### config.mk
export PLATFORM = sky130hd
export DESIGN_NAME = pulse_stretch_fsm
export DESIGN_NICKNAME = d
export VERILOG_FILES = /design/src/rtl/pulse_stretch_pkg.sv /design/src/rtl/load_down_counter.sv /design/src/rtl/pulse_stretch_fsm.sv
export SDC_FILE = /design/constraint.sdc
export NUM_CORES = 1
export LEC_CHECK = 0
export ABC_AREA = 1
export BUFFER_PORTS_ARGS = -buffer_cell sky130_fd_sc_hd__clkbuf_2
export CAP_MARGIN = 0
export CORE_AREA = 2 2 39 41
export DETAILED_ROUTE_END_ITERATION = 7
export DIE_AREA = 0 0 41 43
export PLACE_DENSITY = 0.51
export SLEW_MARGIN = 20
export SYNTH_ARGS = -nofsm -noshare
export SYNTH_HDL_FRONTEND = slang
export SYNTH_SLANG_ARGS = --single-unit
### constraint.sdc
create_clock -name clk -period 1.5 [get_ports clk]
set_input_delay 0.225 -clock clk [delete_from_list [all_inputs] [get_ports clk]]
set_output_delay 0.225 -clock clk [all_outputs]
set_load 0.05 [all_outputs]
### src/rtl/pulse_stretch_pkg.sv
// Shared definitions for the pulse stretcher.
//   state_e          : FSM state encoding (IDLE, STRETCH, GAP)
//   cnt_width()      : width of the shared stretch/gap down-counter
package pulse_stretch_pkg;

  typedef enum logic [1:0] {
    IDLE    = 2'b00,
    STRETCH = 2'b01,
    GAP     = 2'b10
  } state_e;

  // One counter serves both phases, so it must hold the larger reload value.
  // It is never narrower than one bit.
  function automatic int cnt_width(input int stretch_cycles, input int gap_cycles);
    int w;
    w = $clog2(stretch_cycles);
    if ($clog2(gap_cycles) > w) w = $clog2(gap_cycles);
    if (w < 1) w = 1;
    return w;
  endfunction

endpackage

### src/rtl/load_down_counter.sv
// Loadable down-counter with a zero flag.
//   clk      : clock, rising edge
//   reset_n  : synchronous active-low reset, clears the count
//   load     : load load_val (wins over dec)
//   load_val : value to load
//   dec      : decrement by one; holds at zero instead of wrapping
//   count    : current count
//   zero     : high when count is zero
module load_down_counter #(
  parameter int WIDTH = 4
) (
  input  logic             clk,
  input  logic             reset_n,
  input  logic             load,
  input  logic [WIDTH-1:0] load_val,
  input  logic             dec,
  output logic [WIDTH-1:0] count,
  output logic             zero
);

  logic [WIDTH-1:0] count_q;
  logic [WIDTH-1:0] count_d;

  always_comb begin
    count_d = count_q;
    if (load) begin
      count_d = load_val;
    end else if (dec && (count_q != '0)) begin
      count_d = count_q - 1'b1;
    end
  end

  always_ff @(posedge clk) begin
    if (!reset_n) begin
      count_q <= '0;
    end else begin
      count_q <= count_d;
    end
  end

  assign count = count_q;
  assign zero  = (count_q == '0);

endmodule

### src/rtl/pulse_stretch_fsm.sv
// Pulse stretcher: each accepted pulse_in event drives level_out high for
// STRETCH_CYCLES cycles, followed by at least GAP_CYCLES low cycles.
// One further event may be queued while busy; extra events are discarded.
//   clk       : clock, rising edge
//   reset_n   : synchronous active-low reset
//   pulse_in  : event request, one event per cycle sampled high
//   level_out : stretched level, high while in STRETCH
//   busy      : not idle, or an event is pending
//   dropped   : one-cycle flag per discarded event
module pulse_stretch_fsm #(
  parameter int STRETCH_CYCLES = 4,
  parameter int GAP_CYCLES     = 2,
  parameter bit RETRIGGER      = 1'b0
) (
  input  logic clk,
  input  logic reset_n,
  input  logic pulse_in,
  output logic level_out,
  output logic busy,
  output logic dropped
);

  import pulse_stretch_pkg::*;

  localparam int CW = cnt_width(STRETCH_CYCLES, GAP_CYCLES);
  localparam logic [CW-1:0] STRETCH_LOAD = CW'(STRETCH_CYCLES - 1);
  localparam logic [CW-1:0] GAP_LOAD     = CW'(GAP_CYCLES - 1);

  state_e state_q, state_d;
  logic   pending_q, pending_d;
  logic   dropped_q, dropped_d;

  logic          cnt_load;
  logic [CW-1:0] cnt_load_val;
  logic          cnt_dec;
  logic          cnt_zero;
  // Only the zero flag steers the FSM; the raw count is not needed here.
  logic [CW-1:0] cnt_unused;

  load_down_counter #(
    .WIDTH(CW)
  ) u_counter (
    .clk      (clk),
    .reset_n  (reset_n),
    .load     (cnt_load),
    .load_val (cnt_load_val),
    .dec      (cnt_dec),
    .count    (cnt_unused),
    .zero     (cnt_zero)
  );

  always_comb begin
    state_d      = state_q;
    pending_d    = pending_q;
    dropped_d    = 1'b0;
    cnt_load     = 1'b0;
    cnt_load_val = '0;
    cnt_dec      = 1'b0;

    case (state_q)
      IDLE: begin
        if (pulse_in) begin
          state_d      = STRETCH;
          cnt_load     = 1'b1;
          cnt_load_val = STRETCH_LOAD;
        end
      end

      STRETCH: begin
        // A retrigger reload beats the end-of-stretch exit.
        if (RETRIGGER && pulse_in) begin
          cnt_load     = 1'b1;
          cnt_load_val = STRETCH_LOAD;
        end else if (cnt_zero) begin
          state_d      = GAP;
          cnt_load     = 1'b1;
          cnt_load_val = GAP_LOAD;
        end else begin
          cnt_dec = 1'b1;
        end
        if (!RETRIGGER && pulse_in) begin
          if (pending_q) dropped_d = 1'b1;
          else           pending_d = 1'b1;
        end
      end

      GAP: begin
        if (cnt_zero) begin
          // A pulse in the last gap cycle starts the next stretch directly;
          // if an event was already pending the two merge into one.
          if (pending_q || pulse_in) begin
            state_d      = STRETCH;
            cnt_load     = 1'b1;
            cnt_load_val = STRETCH_LOAD;
          end else begin
            state_d = IDLE;
          end
          pending_d = 1'b0;
          dropped_d = pending_q && pulse_in;
        end else begin
          cnt_dec = 1'b1;
          if (pulse_in) begin
            if (pending_q) dropped_d = 1'b1;
            else           pending_d = 1'b1;
          end
        end
      end

      default: begin
        state_d   = IDLE;
        pending_d = 1'b0;
      end
    endcase
  end

  always_ff @(posedge clk) begin
    if (!reset_n) begin
      state_q   <= IDLE;
      pending_q <= 1'b0;
      dropped_q <= 1'b0;
    end else begin
      state_q   <= state_d;
      pending_q <= pending_d;
      dropped_q <= dropped_d;
    end
  end

  assign level_out = (state_q == STRETCH);
  assign busy      = (state_q != IDLE) || pending_q;
  assign dropped   = dropped_q;

endmodule

## Word-level counts from Yosys, hierarchy flattened

Index checks and enable logic that the tools add are counted.

- Bits in latches: 0
- RAM bits: 0
- ROM bits: 0
- Word-level logic and storage cells: 47
- Bits in registers: 6
- Memories: 0
- Bits of input ports: 3
- Output and inout bits: 3

- Multiply operators: 0
- Equal/unequal tests: 5
- Order comparisons: 0
- Bitwise operators: 0
- Shift-type cells: 0
- Div/mod/pow operators: 0
- Mux-type cells: 26
- Reductions and logical operators: 11
- Add/subtract/negate cells: 1

Operator list:

| operator | count |
|---|---|
| 2-bit 2-to-1 mux | 8 |
| 1-bit 2-to-1 mux | 13 |
| 2-bit case mux with 3 select lines | 2 |
| 1-bit case mux with 3 select lines | 2 |
| 2-bit nonzero test | 3 |
| 2-bit logical NOT | 2 |
| 2-bit inequality test, second input constant | 2 |
| 3-bit AND reduction | 1 |
| 2-bit by 1-bit equality test with 1-bit output, second input constant | 1 |
| 2-bit equality test, second input constant | 1 |
| 1-bit logical AND | 2 |
| 1-bit logical OR | 2 |
| 2-bit by 1-bit inequality test with 1-bit output, second input constant | 1 |
| 1-bit case mux with 2 select lines | 1 |
| 2-bit OR reduction | 1 |
| 2-bit by 1-bit subtractor with 2-bit output, second input constant | 1 |

## Depth between registers and ports, before layout

- Depth after elaboration: 6
- Gate-level depth with buffers: 8
- Mapped depth without buffers: 8

## Modules after synthesis

A second synthesis with hierarchy kept.

- Cell total of the unflattened synthesis: 68
- Area total of the unflattened synthesis: 454.2 um^2

Modules (own cells, without submodules):

| module | area each (um^2) | sequential area each (um^2) | cells an instance | instances |
|---|---|---|---|---|
| pulse_stretch_fsm | 317.8 | 80.1 | 44 | 1 |
| load_down_counter | 136.4 | 40.0 | 24 | 1 |

## Least setup slack after synthesis

Ideal clock, no wire load.

- Kind: reg-to-reg
- Start: register state_q[1]
- End: register state_q[1]
- Library setup time: 0.066 ns
- Cell stages (with the launch flop): 7
- Arrival time: 1.470 ns
- Required time: 1.434 ns
- Buffers on the path: 0
- Clock period less this slack: 1.536 ns
- Slack: -0.036 ns
- Path through: dfxtp_1 inv_1 ha_1 or2_4 a21oi_2 nand2_1 a21oi_2

- Longest elaborated chain between the ends: 3
- Elaborated cells on any way between the ends: 8
- Those cells by class: 5 x eq/ne; 1 x mux; 2 x reduce/logical

Ends and longest elaborated chain:

| item | RTL line | text |
|---|---|---|
| start: declaration | pulse_stretch_fsm.sv:29 | `state_e state_q, state_d;` |
| start signal: assignment | pulse_stretch_fsm.sv:122 | `state_q <= state_d;` |
| 2-bit by 1-bit equality test with 1-bit output (*) | - |  |
| net level_out | pulse_stretch_fsm.sv:18 | `output logic level_out,` |
| 2-bit by 1-bit inequality test with 1-bit output (no source line) | - |  |
| 3-bit AND reduction (no source line) | - |  |

The timed path passes the listed nets; every way through them passes the cells marked *.
A chain may end at the register's enable or synchronous reset.

## Worst setup path after layout

- Start: register state_q[0]
- End: output busy

- Longest elaborated chain between the ends: 2

Ends and longest elaborated chain:

| item | RTL line | text |
|---|---|---|
| 2-bit nonzero test | pulse_stretch_fsm.sv:129 | `assign busy = (state_q != IDLE) \|\| pending_q;` |
| 1-bit logical OR | pulse_stretch_fsm.sv:129 |  |
| end: declaration | pulse_stretch_fsm.sv:19 | `output logic busy,` |

Every way passes these cells.

==> results.md <==
- The first-pass GRT wire length is 1290 um.
- On the critical path, the stage with the largest delay is an instance of dfxtp_1.
- CTS built an H-tree with a depth of 1.
- After detailed routing, the average wire length per cell comes to 9.76 um.
- Fill cells in the final layout number 165.
- The initial antenna violation count is 0.
- The top fanout value on the critical path is 4.
- The highest ir drop seen on vdd is 803 uV.
- Based on the critical path, the design can be clocked at up to 702 MHz.
- The area share of the largest cell type after synthesis is 0.295.
- The congestion estimate from routability-driven global placement came to 0.861.
- The total congestion overflow after global routing is 0.
- The via count of the first global-routing pass is 339.
- The post-synthesis area per instance is 7.01 um^2.
- The critical path goes through inv_1 > ha_1 > nand2_1 > buf_6.
- From synthesis to final layout, the design area changed by 18.8%.
- 0 antenna diodes ended up in the layout.
- The clock passes through at most 2 buffers.
- The critical path is of the reg -> out type.
- The net count after synthesis is 66.
- The count of standard-cell rows is 14.
- Counting both buffers and inverters, the worst setup path holds a total of 2.
- Port buffering added 5 buffers.
- The library cell used as clock root buffer is clkbuf_4.
- The instance area after placement is 454 um^2.
- The cell area after synthesis is 407 um^2.
- The half-perimeter wire length after placement is 638 um.
- The area taken by flip-flops and latches is 120 um^2.
- Dividing the final minimum period by the clock period gives 0.949.
- The die boundary height is 43 um.
- The clock tree from TritonCTS is built.
- The overall die area is 1760 um^2.
- The final-report max-slew violation count is 0.
- For the pin with the worst max-slew slack, the measured transition is 0.276 ns.
- Yosys attributes the largest share of cell area to dfxtp_1, ha_1, nand2_1.
- The number of setup violations in the final report is 0.
- The clock sink count is 6.
- The area of the core is 1380 um^2.
- The worst setup path is launched from a flop.
- At the later pin of the worst-skew pair, clock insertion delay measures 0.24 ns.
- Summed over all cells, the static leakage comes to 0.236 nW.
- For this block, the initial DRC count from the detailed router was 4.
- In the final timing run, aggregate negative setup slack is 0 ns.
- The flow ran to the end, and the final reports show no timing, DRC or antenna violations.
- The top-level port count is 6.
- The register clock-pin slew on the reported worst setup and hold paths is 0.04 ns.
- The count of unique library cells instantiated by Yosys is 17.
- The count of nets left with antenna violations once routing finished came out at 0.
- The total number of vias is 371.
- Dividing total power by cell area gives a power density of 2440 nW/um^2.
- For this run, the post-layout net count is 76.
- The minimum clock period after layout is 1.42 ns.
- The critical path starts at state_q[0].
- The maximum cell stage delay along the critical path is 0.37 ns.
- The kind of end point of the critical path is a primary output.
- The maximum clock skew at final layout is 0.00221 ns.
- The total global routing track utilization is 0.115.
- Max-cap violations in this run came to 0.
- The number of buffers created by CTS is 3.
- In the routed design, unresolved DRC markers number 0.
- The ratio of cells with drive above 1 in the final layout is 0.242.
- Synthesis handed over a netlist of 58 instances.
- The average vias per placed instance is 4.52.
- The first TritonRoute pass finished after 4 iterations.
- The hold violation count in the final report is 0.
- The wire length after detailed routing is 800 um.
- The initial cell density of the core is 0.294.
- The cell taking the most area after synthesis is dfxtp_1.
- The data arrival time of the worst path is 1.20 ns.
- The worst min-delay path startpoint is reset_n.
- STA puts the critical path data required time at 1.27 ns.
- The beginning of the worst register-to-register path is state_q[0].
- Entering global routing, the biggest net connects 6 pins.
- The multi-input combinational cells in the finished layout cover a total of 251 um^2.
- Setup repair after global routing left no endpoint under its margin.
- The kind of cell with the highest combined delay along the critical path is flip-flops.
- For this design, the CTS-stage hold fixing added 0 buffers.
- The final instance area is 483 um^2.
- Of the synthesized area, sequential elements account for 0.295.
- The horizontal die dimension is 41 um.
- The Yosys step of the flow raised 0 warnings.
- After synthesis the netlist holds a flip-flop and latch count of 6.
- The worst relative slew slack is 0.817.
- The min-delay analysis places its worst path in the category in -> reg.
## registers in the layout, summed over array words and instances, names as in the netlist
signal           flops
state_q              2
pending_q            1
u_counter.count      2
dropped              1
## through the flow
stage / total power [mW] / utilization / instances / setup WS [ns] / hold WS, ns
6_report: 1.18 / 0.349 / 82 / 0.0759 / 0.254
5_1_grt: 1.29 / 0.349 / 82 / 0.0121 / 0.260
4_1_cts: 1.17 / 0.346 / 82 / 0.0155 / 0.245
3_5_place_dp: 1.00 / 0.328 / 79 / 0.165 / 0.480
3_3_place_gp: 1.01 / 0.328 / 79 / 0.157 / 0.481
2_1_floorplan: 0.872 / - / 58 / 0.125 / 0.350
## worst paths after layout
kind,end,slack [ns],depth (start not counted)
setup reg to reg,state_q[0],0.16,7
setup / recovery,busy,0.08,4
hold reg to reg,dropped,0.49,2
hold / removal,u_counter.count[1],0.25,3
## Yosys cell counts
cell,n
nand2_1,16
inv_1,8
dfxtp_1,6
ha_1,5
a21oi_1,4
nand3_1,3
nor2_1,3
a21oi_2,2
inv_2,2
o21ai_0,2
nand2_2,1
nand3_2,1
nor3_1,1
o2111ai_1,1
o21ai_1,1
or2_4,1
xor2_1,1
## per-layer routing
| metal | vias to the layer above | global-route usage | part of all wire |
|---|---|---|---|
| met2 | 5 | 0.144 | 0.43 |
| met5 | - | 0 | 0 |
| met1 | 164 | 0.139 | 0.50 |
| met3 | 0 | 0.0942 | 0.069 |
| met4 | 0 | 0.0467 | 0 |
| li1 | 202 | - | - |
## cell usage in the layout, fill, tap and decap left out, drive strengths merged
master / Yosys / final
o2111ai: 1 / 1
nand2: 17 / 17
buf: 0 / 1
o21ai: 3 / 3
dfxtp: 6 / 6
or2: 1 / 1
inv: 10 / 10
clkbuf: 0 / 7
nor2: 3 / 3
nor3: 1 / 1
a21oi: 6 / 6
xor2: 1 / 1
ha: 5 / 5
nand3: 4 / 4
## power breakdown
group	total [mW]	internal, mW	leakage, nW	switching [mW]
clock network	0.148	0.0904	0.0138	0.0574
registers	0.258	0.221	0.0496	0.0367
logic	0.774	0.273	0.172	0.500
total	1.18	0.585	0.236	0.595
## logic make-up after synthesis
logic type                 after synthesis  synth area share
xor gates and xnor gates                 1            0.0215
adders and majority gates                5             0.154
AOI/OAI and AO/OA                       10             0.151
buffers and inverters                   10            0.0923
and+or+nand+nor                         26             0.286
DFF                                      6             0.295
## what timing repair did
item / CTS / global route
setup endpoints to repair: 1 / 1
gates resized for setup: 1 / 2
gates cloned: 0 / 0
buffers inserted: 0 / 0
endpoints found under the hold margin: 0 / 0
## worst reg2reg max path, delay by kind of cell (launching register included)
kind	cells	cell delay [ns]
flops	1	0.37
simple gates	3	0.38
fa+ha+maj	1	0.24
compound gates	2	0.18
buf+inv	1	0.08
## final cells by class
class                   count  area share
multi-input cells          42       0.521
flip-flops and latches      6       0.249
inverters                  10      0.0777
repair buffers              5      0.0648
clock buffers               3      0.0466
well taps                  16      0.0415
Note: power is estimated with default switching activity, not from simulation.
